## src/rtl/hazard_ctrl_if.sv

```systemverilog
// Hazard controller bus: pipeline register/control taps in, stall/flush/forward selects out.
// Performance counter signals exist only when HAZ_PERF_CNT_EN is defined.
interface hazard_ctrl_if
`ifdef HAZ_PERF_CNT_EN
    #(parameter int CNT_W = 32)
`endif
    ;
    logic [4:0] Rs1D;
    logic [4:0] Rs2D;
    logic [4:0] Rs1E;
    logic [4:0] Rs2E;
    logic [4:0] RdE;
    logic [4:0] RdM;
    logic [4:0] RdW;
    logic       reg_writeM;
    logic       reg_writeW;
    logic       result_src0E;
    logic       PC_srcE;
    logic       mem_reqM;
    logic       mem_readyM;

    logic       stallF;
    logic       stallD;
    logic       stallE;
    logic       stallM;
    logic       flushD;
    logic       flushE;
    logic       flushW;
    logic [1:0] forwardAE;
    logic [1:0] forwardBE;
    logic       halt;
`ifdef HAZ_PERF_CNT_EN
    logic [CNT_W-1:0] perf_stall_cnt;
    logic [CNT_W-1:0] perf_flush_cnt;
`endif

    // Datapath side: drives pipeline taps, consumes control.
    modport master (
        output Rs1D, Rs2D, Rs1E, Rs2E, RdE, RdM, RdW,
        output reg_writeM, reg_writeW, result_src0E, PC_srcE, mem_reqM, mem_readyM,
        input  stallF, stallD, stallE, stallM, flushD, flushE, flushW,
        input  forwardAE, forwardBE, halt
`ifdef HAZ_PERF_CNT_EN
        , input perf_stall_cnt, perf_flush_cnt
`endif
    );

    // Hazard controller side.
    modport slave (
        input  Rs1D, Rs2D, Rs1E, Rs2E, RdE, RdM, RdW,
        input  reg_writeM, reg_writeW, result_src0E, PC_srcE, mem_reqM, mem_readyM,
        output stallF, stallD, stallE, stallM, flushD, flushE, flushW,
        output forwardAE, forwardBE, halt
`ifdef HAZ_PERF_CNT_EN
        , output perf_stall_cnt, perf_flush_cnt
`endif
    );
endinterface

```

## src/rtl/hazard_ctrl.sv

```systemverilog
// Hazard controller for the 5-stage pipeline: forwarding, load-use interlock, branch flush,
// data-memory wait-state freeze with timeout halt. Optional counters under HAZ_PERF_CNT_EN.
module hazard_ctrl #(
    parameter int MEM_TIMEOUT = 16,
    parameter int CNT_W       = 32
) (
    input  logic             clk,
    input  logic             rst_n,
    hazard_ctrl_if.slave     bus,
    output logic [1:0]       dbg_state
);
    localparam int WAIT_W = (MEM_TIMEOUT > 2) ? $clog2(MEM_TIMEOUT) : 1;

    if (MEM_TIMEOUT < 2 || CNT_W < 1) begin : g_param_check
        $error("hazard_ctrl: MEM_TIMEOUT must be >= 2 and CNT_W >= 1");
    end

    typedef enum logic [1:0] {
        RUN      = 2'd0,
        MEM_WAIT = 2'd1,
        HALT     = 2'd2
    } state_t;

    state_t              state_q, state_d;
    logic [WAIT_W-1:0]   wait_q, wait_d;
    logic                lw_stall;
    logic                freeze;

    function automatic logic [1:0] fwd_sel(input logic [4:0] rs, input logic [4:0] rd_m,
                                           input logic wr_m, input logic [4:0] rd_w,
                                           input logic wr_w);
        logic [1:0] sel;
        sel = 2'b00;
        if (rs != 5'd0 && rs == rd_m && wr_m) begin
            sel = 2'b10;
        end else if (rs != 5'd0 && rs == rd_w && wr_w) begin
            sel = 2'b01;
        end
        return sel;
    endfunction

    always_ff @(posedge clk or negedge rst_n) begin
        if (!rst_n) begin
            state_q <= RUN;
            wait_q  <= '0;
        end else begin
            state_q <= state_d;
            wait_q  <= wait_d;
        end
    end

    // freeze: the memory stage is blocked this cycle; it overrides branch and load-use control.
    always_comb begin
        state_d  = state_q;
        wait_d   = wait_q;
        freeze   = 1'b0;
        lw_stall = bus.result_src0E && (bus.RdE != 5'd0) &&
                   ((bus.Rs1D == bus.RdE) || (bus.Rs2D == bus.RdE));
        case (state_q)
            RUN: begin
                if (bus.mem_reqM && !bus.mem_readyM) begin
                    freeze  = 1'b1;
                    state_d = MEM_WAIT;
                    wait_d  = WAIT_W'(1);
                end
            end
            MEM_WAIT: begin
                if (bus.mem_readyM) begin
                    state_d = RUN;
                    wait_d  = '0;
                end else begin
                    freeze = 1'b1;
                    if (wait_q == WAIT_W'(MEM_TIMEOUT - 1)) begin
                        state_d = HALT;
                    end else if (wait_q != '1) begin
                        wait_d = wait_q + WAIT_W'(1);
                    end
                end
            end
            HALT: begin
                freeze = 1'b1;
            end
            default: begin
                state_d = RUN;
                wait_d  = '0;
            end
        endcase
    end

    // Every control output is forced low while reset is asserted.
    always_comb begin
        bus.stallF    = 1'b0;
        bus.stallD    = 1'b0;
        bus.stallE    = 1'b0;
        bus.stallM    = 1'b0;
        bus.flushD    = 1'b0;
        bus.flushE    = 1'b0;
        bus.flushW    = 1'b0;
        bus.forwardAE = 2'b00;
        bus.forwardBE = 2'b00;
        bus.halt      = 1'b0;
        if (rst_n) begin
            bus.forwardAE = fwd_sel(bus.Rs1E, bus.RdM, bus.reg_writeM, bus.RdW, bus.reg_writeW);
            bus.forwardBE = fwd_sel(bus.Rs2E, bus.RdM, bus.reg_writeM, bus.RdW, bus.reg_writeW);
            bus.halt      = (state_q == HALT);
            if (freeze) begin
                bus.stallF = 1'b1;
                bus.stallD = 1'b1;
                bus.stallE = 1'b1;
                bus.stallM = 1'b1;
                bus.flushW = 1'b1;
            end else begin
                bus.stallF = lw_stall && !bus.PC_srcE;
                bus.stallD = lw_stall && !bus.PC_srcE;
                bus.flushD = bus.PC_srcE;
                bus.flushE = lw_stall || bus.PC_srcE;
            end
        end
    end

    assign dbg_state = state_q;

`ifdef HAZ_PERF_CNT_EN
    logic [CNT_W-1:0] stall_cnt_q;
    logic [CNT_W-1:0] flush_cnt_q;

    always_ff @(posedge clk or negedge rst_n) begin
        if (!rst_n) begin
            stall_cnt_q <= '0;
            flush_cnt_q <= '0;
        end else if (state_q != HALT) begin
            if (bus.stallF) begin
                stall_cnt_q <= stall_cnt_q + CNT_W'(1);
            end
            if (bus.flushE) begin
                flush_cnt_q <= flush_cnt_q + CNT_W'(1);
            end
        end
    end

    assign bus.perf_stall_cnt = stall_cnt_q;
    assign bus.perf_flush_cnt = flush_cnt_q;
`endif
endmodule

```

## src/flat_wrapper.sv

```systemverilog
// flat-port wrapper written by rule: the top's interface ports become plain ports
module hazard_ctrl_flat 
#(
    parameter int MEM_TIMEOUT = 16,
    parameter int CNT_W       = 32
)
  (clk, rst_n, dbg_state, bus_Rs1D, bus_Rs2D, bus_Rs1E, bus_Rs2E, bus_RdE, bus_RdM, bus_RdW, bus_reg_writeM, bus_reg_writeW, bus_result_src0E, bus_PC_srcE, bus_mem_reqM, bus_mem_readyM, bus_stallF, bus_stallD, bus_stallE, bus_stallM, bus_flushD, bus_flushE, bus_flushW, bus_forwardAE, bus_forwardBE, bus_halt);
  hazard_ctrl_if bus_i ();
  input  logic clk;
  input  logic rst_n;
  output logic [1:0] dbg_state;
  input wire logic [$bits(bus_i.Rs1D)-1:0] bus_Rs1D;
  input wire logic [$bits(bus_i.Rs2D)-1:0] bus_Rs2D;
  input wire logic [$bits(bus_i.Rs1E)-1:0] bus_Rs1E;
  input wire logic [$bits(bus_i.Rs2E)-1:0] bus_Rs2E;
  input wire logic [$bits(bus_i.RdE)-1:0] bus_RdE;
  input wire logic [$bits(bus_i.RdM)-1:0] bus_RdM;
  input wire logic [$bits(bus_i.RdW)-1:0] bus_RdW;
  input wire logic [$bits(bus_i.reg_writeM)-1:0] bus_reg_writeM;
  input wire logic [$bits(bus_i.reg_writeW)-1:0] bus_reg_writeW;
  input wire logic [$bits(bus_i.result_src0E)-1:0] bus_result_src0E;
  input wire logic [$bits(bus_i.PC_srcE)-1:0] bus_PC_srcE;
  input wire logic [$bits(bus_i.mem_reqM)-1:0] bus_mem_reqM;
  input wire logic [$bits(bus_i.mem_readyM)-1:0] bus_mem_readyM;
  output wire logic [$bits(bus_i.stallF)-1:0] bus_stallF;
  output wire logic [$bits(bus_i.stallD)-1:0] bus_stallD;
  output wire logic [$bits(bus_i.stallE)-1:0] bus_stallE;
  output wire logic [$bits(bus_i.stallM)-1:0] bus_stallM;
  output wire logic [$bits(bus_i.flushD)-1:0] bus_flushD;
  output wire logic [$bits(bus_i.flushE)-1:0] bus_flushE;
  output wire logic [$bits(bus_i.flushW)-1:0] bus_flushW;
  output wire logic [$bits(bus_i.forwardAE)-1:0] bus_forwardAE;
  output wire logic [$bits(bus_i.forwardBE)-1:0] bus_forwardBE;
  output wire logic [$bits(bus_i.halt)-1:0] bus_halt;
  assign bus_i.Rs1D = bus_Rs1D;
  assign bus_i.Rs2D = bus_Rs2D;
  assign bus_i.Rs1E = bus_Rs1E;
  assign bus_i.Rs2E = bus_Rs2E;
  assign bus_i.RdE = bus_RdE;
  assign bus_i.RdM = bus_RdM;
  assign bus_i.RdW = bus_RdW;
  assign bus_i.reg_writeM = bus_reg_writeM;
  assign bus_i.reg_writeW = bus_reg_writeW;
  assign bus_i.result_src0E = bus_result_src0E;
  assign bus_i.PC_srcE = bus_PC_srcE;
  assign bus_i.mem_reqM = bus_mem_reqM;
  assign bus_i.mem_readyM = bus_mem_readyM;
  assign bus_stallF = bus_i.stallF;
  assign bus_stallD = bus_i.stallD;
  assign bus_stallE = bus_i.stallE;
  assign bus_stallM = bus_i.stallM;
  assign bus_flushD = bus_i.flushD;
  assign bus_flushE = bus_i.flushE;
  assign bus_flushW = bus_i.flushW;
  assign bus_forwardAE = bus_i.forwardAE;
  assign bus_forwardBE = bus_i.forwardBE;
  assign bus_halt = bus_i.halt;
  hazard_ctrl #(.MEM_TIMEOUT(MEM_TIMEOUT), .CNT_W(CNT_W)) u_core (.clk(clk), .rst_n(rst_n), .bus(bus_i), .dbg_state(dbg_state));
endmodule
```

## config.mk

```make
export PLATFORM = sky130hd
export DESIGN_NAME = hazard_ctrl_flat
export DESIGN_NICKNAME = d
export VERILOG_FILES = /design/src/rtl/hazard_ctrl_if.sv /design/src/rtl/hazard_ctrl.sv /design/src/flat_wrapper.sv
export SDC_FILE = /design/constraint.sdc
export NUM_CORES = 1
export LEC_CHECK = 0
export CORE_UTILIZATION = 32
export DETAILED_ROUTE_END_ITERATION = 8
export GPL_TIMING_DRIVEN = 0
export PLACE_DENSITY = 0.83
export SYNTH_ARGS = -nofsm -noshare
export SYNTH_HDL_FRONTEND = slang
export SYNTH_SLANG_ARGS = --single-unit
```

## constraint.sdc

```tcl
create_clock -name clk -period 1.6 [get_ports clk]
set_input_delay 0.32 -clock clk [delete_from_list [all_inputs] [get_ports clk]]
set_output_delay 0.32 -clock clk [all_outputs]
set_load 0.03 [all_outputs]
```

# Word-level counts from Yosys, hierarchy flattened
# Index checks and enable logic that the tools add are counted.
# totals
input_bits,43
reg_bits,6
elab_cells,67
out_inout_bits,14
# classes
add_sub_neg,1
n_eq_ne,14
reduce_logical,22
mux,27
bitwise_logic,1
# ops
cell,count
5-bit equality test,6
4-bit two-way mux,4
5-bit nonzero test,3
2-bit two-way mux,7
1-bit two-way mux,13
1-bit logical AND,12
4-bit case mux with 3 select lines,1
"3-bit by 2-bit inequality test with 1-bit output, second input constant",2
2-bit case mux with 3 select lines,1
"4-bit by 1-bit adder with 4-bit output, second input constant",1
"4-bit equality test, second input constant",1
"4-bit inequality test, second input constant",1
4-bit AND reduction,1
"3-bit inequality test, second input constant",1
1-bit case mux with 3 select lines,1
3-bit AND reduction,1
"2-bit by 1-bit equality test with 1-bit output, second input constant",1
"2-bit equality test, second input constant",1
1-bit zero test,2
2-bit zero test,1
1-bit logical OR,2
"2-bit by 1-bit inequality test with 1-bit output, second input constant",1
1-bit inverter,1

# Depth between registers and ports, before layout
# logic_depth
word_depth,6
ltp_mapped,6
ltp_nobuf,5

# Worst setup path after synthesis
# OpenSTA, ideal clock, no wires.
# synth_path
path_type,in2out
startpoint,input port bus_RdE[3]
endpoint,output port bus_stallF
n_path_buf,1
t_arrival_ns,2.266
cell_stages,5
required_ns,1.280
path_slack_ns,-0.986
cell_sequence,xor2_1 nor3_1 a22oi_1 o41ai_1 buf_4
# synth_via
elab_chain_cells,6
elab_cells_between_ends,9
cone_classes,2 x eq/ne; 2 x mux; 5 x reduce/logical
# synth_rtl
item,line_no,rtl
"start, declared",flat_wrapper.sv:16,input wire logic [$bits(bus_i.RdE)-1:0] bus_RdE;
5-bit equality test or 5-bit nonzero test (tied branches),"hazard_ctrl.sv:58, hazard_ctrl.sv:57",
1-bit logical OR or 1-bit logical AND (tied branches),"hazard_ctrl.sv:58, hazard_ctrl.sv:57",
1-bit logical AND *,hazard_ctrl.sv:57,lw_stall = bus.result_src0E && (bus.RdE != 5'd0) &&
1-bit logical AND *,-,
1-bit two-way mux * (2 in series),-,
"end, declared",flat_wrapper.sv:25,output wire logic [$bits(bus_i.stallF)-1:0] bus_stallF;
# Every way passes the cells marked *; elsewhere a longest branch is shown, timed or not.

# Worst setup path after layout
# layout_path
startpoint,input port bus_Rs2E[2]
endpoint,output port bus_forwardBE[0]
# layout_via
elab_chain_cells,6
elab_cells_between_ends,10
cone_classes,2 x eq/ne; 3 x mux; 5 x reduce/logical
# layout_rtl
item,line_no,rtl
"start, declared",flat_wrapper.sv:15,input wire logic [$bits(bus_i.Rs2E)-1:0] bus_Rs2E;
5-bit equality test or 5-bit nonzero test (tied branches),"hazard_ctrl.sv:36, hazard_ctrl.sv:34",
1-bit logical AND (2 in series),hazard_ctrl.sv:36,end else if (rs != 5'd0 && rs == rd_w && wr_w) begin
1-bit two-way mux,hazard_ctrl.sv:36,
2-bit two-way mux *,hazard_ctrl.sv:34,if (rs != 5'd0 && rs == rd_m && wr_m) begin
2-bit two-way mux *,hazard_ctrl.sv:102,if (rst_n) begin
"end, declared",flat_wrapper.sv:33,output wire logic [$bits(bus_i.forwardBE)-1:0] bus_forwardBE;
# Marked as above.

==> results.md <==
* Wire length per cell at 14.6 um
* Hold path start: bus_mem_readyM
* Post-layout util at 66.4%
* Die extent in x at around 53 um
* Remaining Overflow, GRT at 0
* ANT cells at 0
* Area grow syn2layout at 95.0%
* H-Tree Depth at 1
* Drt drc at 0
* Unique masters post-synth at 33
* Sequential fraction of the synthesis area at ~18%
* Post-DRT Antenna Nets at 0
* Clk buf depth at 2
* Final instance area at approximately 1600 sq um
* Failing checks: setup timing
* Power Density at around 430 nW/um^2
* Die Area at 2840 sq um
* Crit end category: output port
* First-pass GRT wire length at approximately 4500 um
* Worst Path Required at about 1.3 ns
* DRT Pass-1 Iters at 6
* GP Congestion at about 0.85
* Clk sink count at 6
* Final Hold Fails at 0
* Status: finished, violations left
* PnR worst setup slack at -0.309 ns
* Clock root cell: clkbuf_4
* Slew Limit Fails at 0
* 1st-iter DRT viols at 13
* Pin count of the biggest net entering global routing at 15
* Initial antenna violation count at 0
* CP Launch Type: primary input
* Global Route Usage Sum at roughly 22%
* Worst skew pair latency at about 0.25 ns
* Layout cell share with drive strength beyond 1 at about half
* Fmax at 0.524 GHz
* WHS at 0.540 ns
* Max-cap violations at 0
* Syn Inst Count at between 100 and 150
* WS Path Type: in -> out
* Reg2reg end: u_core.wait_q[2]
* Detailed placement HPWL at roughly 2200 um
* Core Area at about 2500 sq um
* Initial Utilization at 34.0%
* WHS Endpoint: u_core.dbg_state[0]
* Hold-critical path depth at 2
* Die H at roughly 53 um
* Routed via count at a little over 1000
* TritonCTS Buffers at 3
* Min cycle time layout at 1.91 ns
* Syn avg cell area at just over 8 sq um
* Non-filler cells in the finished layout at 200
* Worst-path clk slew at roughly 0.04 ns
* I/O Pins at between 50 and 60
* Slew margin rel. at 74.4%
* WL final at 2930 um
* Final Skew at between 0.0015 and 0.002 ns
* Setup violators final at 11
* Fillers at between 200 and 250
* R2R setup slack at 0.13 ns
* Cell Rows at 18
* CP Max Fanout at 3
* Avg Vias per Cell at slightly above 5
* Net count after synthesis at about 150
* RR Startpoint: u_core.dbg_state[1]
* # port buffers at 56
* Crit path DAT at approximately 1.6 ns
* Placed cell areas at 1500 sq um
* Layout net count at ~220
* RSZ-0062 raised after global routing: yes
* Synth Cell Area at between 800 and 900 sq um
* P_leak at approximately 0.7 nW
* Slew @ Worst Pin at ~0.38 ns
* CTS tree: done
* Period utilisation layout at 119%
* Worst r2r path cells at 5
* Yosys Warn Count at 0
* VDD IR max at about 0.00047 V
* Placed cells at between 150 and 200
* Vias in the first global route at 984
* Final Total Pwr at 0.706 mW
* Worst Hold Class: in -> reg
* FF+latch count, synth at 6
==> layout make-up <==
cell class                 count  area [sq um]  area share (%)
buffer                         4          33.8            2.05
timing repair buffer          66           558            33.9
tap                           30          37.5            2.28
multi-input combinational     87           821            49.9
inverter                       4          17.5            1.07
clock buffer                   3          22.5            1.37
sequential                     6           154            9.36
==> flip-flops by register name (all words and copies together), names as in the netlist <==
register and cells:
u_core.wait_q 4, u_core.dbg_state 2
==> critical path, stage by stage <==
cell and delay [ns]:
buf_8 0.10, or4_4 0.54, nor2_4 0.13, nor4_4 0.05
buf_4 0.15, nor4_4 0.14, buf_6 0.17
==> layer usage <==
metal  vias to the layer above  routed length [um]  global-route usage (%)
li1                        500                   -                       -
met1                       494                1110                    25.6
met2                        24                1670                    39.2
met3                         2                 134                    4.60
met4                         0                  12                    4.39
met5                         -                   0                       0
==> stage by stage <==
| stage | setup slack (ns) | TNS [ns] |
|---|---|---|
| 6_report | -0.309 | -1.98 |
| 5_1_grt | -0.352 | -2.62 |
| 4_1_cts | -0.327 | -2.39 |
| 3_5_place_dp | -1.26 | -12.92 |
| 3_3_place_gp | -1.24 | -12.48 |
| 2_1_floorplan | -0.353 | -1.00 |
==> repair_timing <==
item,CTS,global route
hold endpoints to repair,0,6
setup buffers,8,1
pin swaps,32,19
gates cloned,0,0
resized for setup,211,37
hold buffers,0,1
setup endpoints to repair,14,15
==> cell families after synthesis <==
logic type / Yosys count / share of synthesized area [%]
AND/OR/NAND/NOR: 39 / 29.5
XOR/XNOR: 30 / 31.2
AO/OA/AOI/OAI: 16 / 13.5
buffers and inverters: 9 / 5.34
flip-flops: 6 / 17.8
multiplexers: 1 / 1.19
adder cells (fa/ha/maj): 1 / 1.48
==> layout by cell type, fill, tap and decap left out, drive strengths merged, types with 2 or more instances in the layout <==
cell type,instances
buf,44
and2,2
xor2,14
o31ai,2
nand3,5
clkdlybuf4s50,3
clkbuf,10
nor4,4
nor3,2
nor2,9
nand4,4
dlygate4sd2,12
inv,4
or4,3
nand2,7
dfrtp,6
xnor2,16
a21oi,4
o41ai,2
clkdlybuf4s15,3
==> power breakdown <==
group,internal (mW),switching [mW]
registers,0.165,0.0152
logic,0.195,0.189
clock network,0.0850,0.0566
==> worst max-delay path by stage <==
stage / from / end / slack (ns) / depth (start not counted)
2_1_floorplan: bus_RdE[3] / bus_stallF / -0.35 / 5
3_3_place_gp: bus_RdE[3] / bus_stallF / -1.24 / 7
3_5_place_dp: rst_n / bus_stallF / -1.26 / 5
4_1_cts: bus_Rs2E[2] / bus_forwardBE[0] / -0.33 / 7
5_1_grt: bus_Rs2E[2] / bus_forwardBE[0] / -0.35 / 7
6_report: bus_Rs2E[2] / bus_forwardBE[0] / -0.31 / 7
==> synth_stat cells, drive strengths merged <==
library cell | number | area (sq um)
a2111oi | 1 | 8.76
a211oi | 1 | 7.51
a21oi | 4 | 20.0
a221oi | 1 | 8.76
a22oi | 1 | 7.51
and2 | 2 | 13.8
and3 | 1 | 6.26
buf | 3 | 22.5
clkbuf | 2 | 7.51
dfrtp | 6 | 150
ha | 1 | 12.5
inv | 4 | 15.0
mux2i | 1 | 10.0
nand2 | 7 | 26.3
nand2b | 1 | 6.26
nand3 | 5 | 25.0
nand4 | 4 | 25.0
nor2 | 9 | 48.8
nor3 | 2 | 10.0
nor3b | 1 | 7.51
nor4 | 4 | 50.1
o21ai | 1 | 5.00
o22ai | 1 | 6.26
o31a | 1 | 8.76
o31ai | 2 | 15.0
o32ai | 1 | 8.76
o41ai | 2 | 17.5
or4 | 3 | 30.0
xnor2 | 16 | 140
xor2 | 14 | 123
(Power assumes the default switching activity.)
